$ cat src/rtl/conv_reduce_sequencer_pkg.sv
// rtl/conv_reduce_sequencer_pkg.sv - shared conv definitions: state encoding and width defaults
// Purpose: constants shared by the convolution reduction logic.
// Ports: none (package).
package conv_reduce_sequencer_pkg;

   typedef logic [1:0] state_t;

   localparam state_t ST_IDLE   = 2'd0;
   localparam state_t ST_ACCUM  = 2'd1;
   localparam state_t ST_DRAIN  = 2'd2;
   localparam state_t ST_OUTPUT = 2'd3;

   localparam int ACCW_DEFAULT = 16;
   localparam int CNTW_DEFAULT = 8;

endpackage

$ cat src/rtl/VX_adder_tree.sv
// rtl/VX_adder_tree.sv - registered N-input adder, one cycle latency
// Purpose: sums N DATAW-bit elements (wrapping modulo 2^DATAW) and registers the result.
// Ports:
//   clk    - clock
//   reset  - asynchronous, active-high reset
//   en     - capture the sum of dataIn this cycle
//   dataIn - N packed elements, element i at [(i+1)*DATAW-1 : i*DATAW]
//   dout   - registered sum
//   active - dout was updated on the last edge
module VX_adder_tree #(
   parameter int N     = 4,
   parameter int DATAW = 8
) (
   input  logic               clk,
   input  logic               reset,
   input  logic               en,
   input  logic [N*DATAW-1:0] dataIn,
   output logic [DATAW-1:0]   dout,
   output logic               active
);

   logic [DATAW-1:0] sum;

   always_comb begin
      sum = '0;
      for (int i = 0; i < N; i++) begin
         sum = sum + dataIn[i*DATAW +: DATAW];
      end
   end

   always_ff @(posedge clk or posedge reset) begin
      if (reset) begin
         dout   <= '0;
         active <= 1'b0;
      end else begin
         active <= en;
         if (en) begin
            dout <= sum;
         end
      end
   end

endmodule

$ cat src/rtl/conv_reduce_sequencer.sv
// rtl/conv_reduce_sequencer.sv - reduces a multi-chunk convolution window through the adder tree
// Purpose: accepts cfg_chunks chunks of N elements, sums each through the adder tree and
//          accumulates the partial sums onto cfg_bias; one ACCW-bit result per job.
// Ports:
//   clk, reset              - clock, asynchronous active-low reset
//   in_valid/in_ready       - chunk stream handshake, in_data = N packed elements
//   cfg_chunks, cfg_bias    - job configuration, sampled on the first chunk accept
//   abort                   - synchronous flush of the job in flight
//   out_valid/out_ready     - result handshake, out_data = reduced result
//   busy                    - a job is in progress
module conv_reduce_sequencer
   import conv_reduce_sequencer_pkg::*;
#(
   parameter int N     = 4,
   parameter int DATAW = 8,
   parameter int ACCW  = ACCW_DEFAULT,
   parameter int CNTW  = CNTW_DEFAULT
) (
   input  logic               clk,
   input  logic               reset,
   input  logic               in_valid,
   output logic               in_ready,
   input  logic [N*DATAW-1:0] in_data,
   input  logic [CNTW-1:0]    cfg_chunks,
   input  logic [ACCW-1:0]    cfg_bias,
   input  logic               abort,
   output logic               out_valid,
   input  logic               out_ready,
   output logic [ACCW-1:0]    out_data,
   output logic               busy
);

   state_t            state;
   state_t            state_next;
   logic [ACCW-1:0]   acc;
   logic [ACCW-1:0]   acc_sum;
   logic [CNTW-1:0]   cnt;
   logic [CNTW-1:0]   cnt_inc;
   logic [CNTW-1:0]   total;
   logic [CNTW-1:0]   first_total;
   logic              accept;
   logic              flush;
   logic [DATAW-1:0]  tree_dout;
   logic              tree_active;

   assign accept      = in_valid & in_ready;
   assign flush       = abort & (state != ST_IDLE);
   assign first_total = (cfg_chunks == '0) ? CNTW'(1) : cfg_chunks;
   assign cnt_inc     = cnt + CNTW'(1);
   // Tree results only count while a job is collecting them.
   assign acc_sum     = tree_active ? acc + ACCW'(tree_dout) : acc;

   VX_adder_tree #(
      .N     (N),
      .DATAW (DATAW)
   ) u_tree (
      .clk    (clk),
      .reset  (~reset),
      .en     (accept),
      .dataIn (in_data),
      .dout   (tree_dout),
      .active (tree_active)
   );

   always_ff @(posedge clk or negedge reset) begin
      if (!reset) begin
         state <= ST_IDLE;
      end else begin
         state <= state_next;
      end
   end

   always_comb begin
      state_next = state;
      if (flush) begin
         state_next = ST_IDLE;
      end else begin
         case (state)
            ST_IDLE: begin
               if (accept) begin
                  state_next = (first_total == CNTW'(1)) ? ST_DRAIN : ST_ACCUM;
               end
            end
            ST_ACCUM: begin
               if (accept && (cnt_inc == total)) begin
                  state_next = ST_DRAIN;
               end
            end
            ST_DRAIN: begin
               state_next = ST_OUTPUT;
            end
            default: begin
               if (out_ready) begin
                  state_next = ST_IDLE;
               end
            end
         endcase
      end
   end

   always_comb begin
      // in_ready is combinational on reset so the port drops the instant reset asserts.
      in_ready  = reset & ~abort & ((state == ST_IDLE) | (state == ST_ACCUM));
      out_valid = (state == ST_OUTPUT);
      busy      = (state != ST_IDLE);
   end

   always_ff @(posedge clk or negedge reset) begin
      if (!reset) begin
         acc      <= '0;
         cnt      <= '0;
         total    <= '0;
         out_data <= '0;
      end else if (flush) begin
         acc <= '0;
         cnt <= '0;
      end else begin
         case (state)
            ST_IDLE: begin
               if (accept) begin
                  total <= first_total;
                  cnt   <= CNTW'(1);
                  acc   <= cfg_bias;
               end
            end
            ST_ACCUM: begin
               if (accept) begin
                  cnt <= cnt_inc;
               end
               acc <= acc_sum;
            end
            ST_DRAIN: begin
               // The last chunk's tree sum lands here; the result includes it.
               acc      <= acc_sum;
               out_data <= acc_sum;
            end
            default: begin
            end
         endcase
      end
   end

endmodule
$ cat config.mk
export PLATFORM = sky130hd
export DESIGN_NAME = conv_reduce_sequencer
export DESIGN_NICKNAME = d
export VERILOG_FILES = /design/src/rtl/conv_reduce_sequencer_pkg.sv /design/src/rtl/VX_adder_tree.sv /design/src/rtl/conv_reduce_sequencer.sv
export SDC_FILE = /design/constraint.sdc
export NUM_CORES = 1
export LEC_CHECK = 0
export BUFFER_PORTS_ARGS = -buffer_cell sky130_fd_sc_hd__buf_2
export CELL_PAD_IN_SITES_DETAIL_PLACEMENT = 1
export CELL_PAD_IN_SITES_GLOBAL_PLACEMENT = 2
export CORE_AREA = 2 2 113 115
export DETAILED_ROUTE_END_ITERATION = 7
export DIE_AREA = 0 0 115 117
export PLACE_DENSITY = 0.87
export SLEW_MARGIN = 20
export SYNTH_ARGS = -nofsm -noshare
export SYNTH_HDL_FRONTEND = slang
export SYNTH_SLANG_ARGS = --single-unit
$ cat constraint.sdc
create_clock -name clk -period 2.89 [get_ports clk]
set_input_delay 0.4335 -clock clk [delete_from_list [all_inputs] [get_ports clk]]
set_output_delay 0.4335 -clock clk [all_outputs]
set_load 0.02 [all_outputs]
==> out/qor.csv, run 1 <==
stage,metric,value,unit
status,status,"complete, no violations",
clocking,cts-resized-gates,0,
floorplan,io_pins,80,
clocking,cts_setup_buffers,0,
synth,synth_fp_nets,537,
sta,fin_crit,2699,ps
drt,antenna_left,0,
critical_path,cp_slowest_stage_delay,530,ps
layout,layout_common_cells,"79 x buf_2, 59 x dfrtp_1, 55 x nand2_1",
clocking,tritoncts,done,
layout,final_area,0.004991,sq mm
drt,wirelength,10.54,mm
hold_path,min_path_type,in -> reg,
critical_path,worstReg2RegEnd,out_data[8],
sta,grt_setup_unrepaired,no,
grt,grt_pass1_vias,3650,
synth,synth-xor-area-share,0.08328,
synth,synthAdderAreaFrac,0.1342,
place,globalplace.congestion,0.8107,
grt,grt_antenna_before_repair,1,
synth,synth_compound_area_frac,0.1714,
drt,detail_route.drc_violations,0,
critical_path,crit_cells,14,
synth,synth_cell_types,57,
power_and_ir_drop,powerDensity,997.0,mW/mm^2
layout,final_util,0.4054,
synth,synth.largest_area_cell,dfrtp_1,
floorplan,dieWidth,115,um
critical_path,crit_top_cell,inv_1,
critical_path,critPathTopFamily,adder cells,
synth,synthCells,441,
critical_path,rrSetupSlack,370,ps
place,placed_cell_area,0.004711,sq mm
critical_path,cp_max_fo,2,
layout,mostFrequentLayoutCell,buf_2,
synth,yosysWarnings,0,
sta,final.hold.worst_slack,347.1,ps
synth,synth-simple-area-share,0.1376,
critical_path,cp_num_buf_inv,5,
sta,relSlewSlack,0.4738,
clocking,path_clk_slew,50,ps
synth,synth_mux_area_frac,0.05583,
critical_path,crit_start,in_data[1],
critical_path,critPathRequiredTime,3140,ps
power_and_ir_drop,p_leak,2.422,nW
sta,slew_violations,0,
sta,fin_crit_sh,0.9340,
layout,diodes,0,
layout,drive_gt1_frac,0.2457,
floorplan,die_h,117,um
drt,firstDrtPassIters,4,
layout,areaGrowthSynthToFinish,21.69,%
synth,synthTopCellsByArea,"dfrtp_1 36%, fa_1 7.3%, ha_1 6.1%, o21ai_0 5.5%, xnor2_1 5.1%",
sta,max_slew.worst_pin.slew,789.3,ps
sta,max_freq,0.3705,GHz
critical_path,cp_slowest_cell,fa_1,
grt,grt_pass1_wl,17.52,mm
synth,syn_area,0.004101,sq mm
critical_path,rr_worst_depth,8,
clocking,htreeDepth,3,
critical_path,rr_startpoint,acc[0],
drt,dr.first_iter.drc_count,134,
synth,seq_area_frac_synth,0.3600,
clocking,clock_insertion_delay_worst_skew,330,ps
grt,overflow,0,
synth,syn_avg_cell_area,9.300,sq um
synth,async_flop_share,1.000,
floorplan,die-area,0.01346,sq mm
sta,setup_violations,0,
synth,synth_edf_count,0,
floorplan,fp-row-count,41,
critical_path,start_kind,input port,
synth,ys.flop_type,dfrtp_1,
synth,synth_top_area_frac,0.3600,
drt,viasPerCell,5.052,
flow_run,max_cap_viol_count,0,
clocking,ctsHoldBuffers,0,
critical_path,cp-end-kind,flop,
synth,ys_ff_latch,59,
power_and_ir_drop,peakVddDrop,0.3597,mV
grt,grt_max_degree,60,
synth,synth_top_family_by_area,compound AO/OA/AOI/OAI gates,
grt,grtUsageTotal,0.1658,
sta,finClkSkew,9.246,ps
critical_path,path_cells,buf_2 > inv_1 > fa_1 > inv_1 > fa_1 > ha_1 > inv_1 > fa_1 > inv_1 > a21oi_1 > o21bai_1 > a31oi_1 > xnor2_1 > o21ai_0,
sta,finalHoldViolCount,0,
layout,nNetsFinal,621,
clocking,clockBufferDepth,2,
drt,wl_per_cell,15.53,um
clocking,cts.sinks,59,
critical_path,critPathKind,in -> reg,
critical_path,worstPathArrival,2940,ps
place,dpl.hpwl,8.163,mm
drt,num_vias,3430,
floorplan,core_area,0.01231,sq mm
clocking,numCtsBuffers,9,
place,port_buffers,79,
critical_path,cp-endpoint,u_tree.dout[7],
floorplan,initial_utilization,0.3331,
clocking,cts_root_buf,clkbuf_16,
==> cell type report <==
class / instances / area (sq um)
Fill cell: 1485 / 7321
Multi-Input combinational cell: 321 / 2389
Sequential cell: 59 / 1476
Timing Repair Buffer: 94 / 508.0
Clock buffer: 13 / 270.3
Tap cell: 150 / 187.7
Inverter: 40 / 150.1
Clock inverter: 2 / 10.01
==> per-layer routing <==
metal | up-vias | global-route usage | share of wire
met1 | 1663 | 0.2039 | 0.46
met3 | 9 | 0.04119 | 0.040
met4 | 2 | 0.04016 | 0.0056
met2 | 69 | 0.2933 | 0.50
met5 | - | 0 | 0.0012
li1 | 1687 | - | -
==> registers in the layout (all words and copies together), names as in the netlist <==
signal         cells
state              2
u_tree.dout        8
cnt                8
acc               16
total              8
u_tree.active      1
out_data          16
==> metrics by stage <==
stage | std cells | power [mW] | setup TNS (ps) | setup slack, ps
4_1_cts | 679 | 5.048 | 0 | 178.0
3_5_place_dp | 664 | 4.009 | -399.0 | -163.2
6_report | 679 | 4.976 | 0 | 190.8
2_1_floorplan | 441 | 3.244 | 0 | 40.77
5_1_grt | 679 | 5.416 | 0 | 6.684
3_3_place_gp | 664 | 3.872 | -131.6 | -79.29
==> Yosys cell counts (7+ instances only) <==
| master | count |
|---|---|
| dfrtp_1 | 59 |
| nand2_1 | 55 |
| o21ai_0 | 45 |
| inv_1 | 39 |
| xnor2_1 | 24 |
| ha_1 | 20 |
| nor2_1 | 20 |
| a21oi_1 | 15 |
| fa_1 | 15 |
| xor2_1 | 15 |
| clkbuf_1 | 14 |
| mux2_2 | 11 |
| a21o_1 | 9 |
| mux2i_1 | 9 |
| nand3_1 | 7 |
==> where the power goes <==
part | leakage [nW] | switching [mW] | internal, mW
registers | 0.759 | 0.284 | 1.15
clock network | 0.141 | 0.363 | 0.642
logic | 1.52 | 1.47 | 1.07
==> how the worst min path moves through the flow <==
stage,start,end,slack (ps),cells after the start
global placement,out_data[7],out_data[7],460,1
CTS,cfg_chunks[4],total[4],340,2
global route,cfg_chunks[5],total[5],350,2
detailed placement,out_data[11],out_data[11],470,2
finish,cfg_chunks[4],total[4],350,2
floorplan,reset,acc[0],140,0
==> worst register-to-register path, cell delays in order, from the launching register on <==
cell      delay, ps
dfrtp_1         400
ha_1            250
fa_1            420
a21o_1          180
a21oi_1         310
o211ai_1        300
nand3_1         240
xor2_1          200
o21ai_0         100
==> kinds of logic after synthesis <==
logic type	after synthesis
AOI/OAI and AO/OA	110
xor gates and xnor gates	39
adders and majority gates	35
buffers and inverters	61
DFF	59
muxes	21
and+or+nand+nor	116
No activity file was read; power rests on OpenSTA's default activity.
==> run 2: changes to the inputs <==
Settings changed: CORE_AREA 2 2 113 115 to 2 2 109 111, DIE_AREA 0 0 115 117 to 0 0 111 113, PLACE_DENSITY 0.87 to 0.93.
Clock period 2.89 ns to 3.35 ns, I/O delays scaled along.
==> out/qor.csv, run 2 (synthesized netlist as in run 1, its figures left out) <==
stage,metric,value,unit,change
floorplan,initial_utilization,0.3639,,+0.03073
sta,setup_violations,0,,unchanged
layout,top_regs,"acc (16), out_data (16)",,
power_and_ir_drop,p_leak,2.397,nW,-1.0%
clocking,cts-resized-gates,0,,unchanged
clocking,ctsHoldBuffers,0,,unchanged
clocking,cts_root_buf,clkbuf_16,,
grt,grt_pass1_vias,3580,,-1.9%
critical_path,crit_top_cell,inv_1,,
floorplan,die_h,113,um,-3.4%
sta,max_slew.worst_pin.slew,756.4,ps,-32.85 ps
power_and_ir_drop,powerDensity,871.0,mW/mm^2,-13%
flow_run,max_cap_viol_count,0,,unchanged
drt,viasPerCell,5.141,,+1.8%
layout,final_util,0.4396,,+0.03417
floorplan,dieWidth,111,um,-3.5%
place,dp_slack,180.5,ps,+343.6 ps
layout,mostFrequentLayoutCell,buf_2,,
clocking,path_clk_slew,50,ps,about the same
grt,grt_pass1_wl,17.62,mm,+0.55%
power_and_ir_drop,netSwitchingPower,1.846,mW,-13%
place,globalplace.congestion,0.8146,,+0.48%
drt,detail_route.drc_violations,0,,unchanged
grt,grtUsageTotal,0.1734,,+0.007641
critical_path,cp-endpoint,u_tree.dout[7],,
drt,antenna_left,0,,unchanged
sta,fin_crit,2880,ps,
critical_path,critPathRequiredTime,3530,ps,+390 ps
sta,grt_setup_unrepaired,no,,
sta,final.hold.worst_slack,244.5,ps,-102.6 ps
layout,layoutNonFillerInstCount,668,,-1.6%
place,dpl.hpwl,7.977,mm,-2.3%
layout,layout_common_cells,"79 x buf_2, 59 x dfrtp_1, 55 x nand2_1",,
clocking,tritoncts,done,,
clocking,htreeDepth,3,,unchanged
critical_path,cp_slowest_cell,fa_1,,
clocking,numCtsBuffers,9,,unchanged
grt,grt_antenna_before_repair,0,,-1
place,port_buffers,79,,unchanged
sta,relSlewSlack,0.4957,,+0.02190
drt,wirelength,10.50,mm,-0.38%
drt,num_vias,3434,,+0.12%
status,status,"complete, no violations",,
layout,drive_gt1_frac,0.2385,,-0.007197
clocking,clock_insertion_delay_worst_skew,330,ps,about the same
critical_path,path_cells,buf_2 > inv_1 > fa_1 > inv_1 > fa_1 > ha_1 > inv_1 > fa_1 > inv_1 > a21oi_1 > o21bai_1 > a31oi_1 > xnor2_1 > o21ai_0,,
critical_path,rrSetupSlack,650,ps,+280 ps
place,dp.cells,651,,-2.0%
sta,finalHoldViolCount,0,,unchanged
critical_path,critPathKind,in -> reg,,
critical_path,rr_startpoint,state[1],,
layout,areaGrowthSynthToFinish,20.81,%,
critical_path,cp_slowest_stage_delay,530,ps,about the same
power_and_ir_drop,p_seq_frac,0.290,,+0.002
power_and_ir_drop,switching_share,0.4278,,+0.002021
floorplan,fp-row-count,39,,-4.9%
sta,fin_ws,469.5,ps,+278.8 ps
power_and_ir_drop,p_int,2.469,mW,-14%
critical_path,rr_worst_depth,8,,unchanged
power_and_ir_drop,p_comb_frac,0.495,,-0.015
clocking,cts.sinks,59,,unchanged
sta,slew_violations,0,,unchanged
hold_path,min_path_type,in -> async,,
grt,grt_max_degree,42,,-30%
sta,fin_crit_sh,0.8598,,
sta,fin_setup_tns,0,ps,unchanged
critical_path,worstPathArrival,3060,ps,+120 ps
critical_path,start_kind,input port,,
clocking,cts_setup_buffers,0,,unchanged
floorplan,core_area,0.01127,sq mm,-8.4%
drt,firstDrtPassIters,4,,unchanged
floorplan,io_pins,80,,unchanged
drt,wl_per_cell,15.72,um,+1.3%
power_and_ir_drop,peakVddDrop,0.3130,mV,-13%
layout,nNetsFinal,615,,-0.97%
sta,finClkSkew,11.88,ps,+2.629 ps
critical_path,cp-end-kind,flop,,
power_and_ir_drop,p_clk_frac,0.215,,+0.013
grt,overflow,0,,unchanged
sta,max_freq,0.3472,GHz,
critical_path,crit_start,in_data[1],,
floorplan,die-area,0.01254,sq mm,-6.8%
critical_path,worstReg2RegEnd,state[0],,
clocking,clockBufferDepth,2,,unchanged
drt,dr.first_iter.drc_count,80,,-40%
critical_path,cp_max_fo,2,,unchanged
run 2: changes by cell type in the layout (fill, tap and decap cells not counted):
| cell | delta |
|---|---|
| clkbuf_8 | -2 |
| bufinv_16 | +1 |
| clkinv_2 | +1 |
| clkinvlp_4 | +1 |
| diode_2 | +1 |
| buf_4 | -6 |
run 2: worst max-delay path, delay by kind of cell:
| kind | cells | cell delay (ps) |
|---|---|---|
| adder cells (fa/ha/maj) | 4 | 1590 |
| AO/OA/AOI/OAI | 4 | 480 |
| buffers and inverters | 5 | 300 |
| XOR/XNOR | 1 | 180 |
run 2: final cells by class:
cell class | count | area [sq um]
tap | 143 | 178.9
antenna | 1 | 2.502
multi-input combinational | 321 | 2389
fill | 1312 | 6317
clock buffer | 11 | 242.7
timing repair buffer | 88 | 462.9
sequential | 59 | 1476
inverter | 40 | 150.1
clock inverter | 5 | 52.55
run 2: worst min path at each step:
stage / start / to / slack [ps]
after global routing: reset / state[1] / 260
after floorplan: reset / acc[0] / 210
final: reset / cnt[7] / 240
after CTS: reset / cnt[7] / 240
after detailed placement: out_data[7] / out_data[7] / 470
after global placement: out_data[7] / out_data[7] / 460
run 2: metal layers:
| layer | share of wire | vias to the layer above | track usage |
|---|---|---|---|
| li1 | - | 1680 | - |
| met1 | 0.46 | 1676 | 0.2270 |
| met2 | 0.49 | 69 | 0.2969 |
| met3 | 0.039 | 9 | 0.04017 |
| met4 | 0.0064 | 0 | 0.03500 |
| met5 | 0 | - | 0 |
run 2: through the flow:
step           area, sq um  total power [mW]
2_1_floorplan         4101             2.799
3_3_place_gp          4657             3.284
3_5_place_dp          4657             3.399
4_1_cts               4952             4.357
5_1_grt               4952             4.665
6_report              4955             4.315
run 2: power groups by stage:
stage                     Combinational [mW]  Clock [mW]  Sequential (mW)
after detailed placement                2.14           0             1.26
final                                   2.14       0.927             1.25
after global placement                  2.05           0             1.23
after CTS                               2.16       0.951             1.25
after floorplan                         1.54           0             1.26
after global routing                    2.39       0.981             1.30
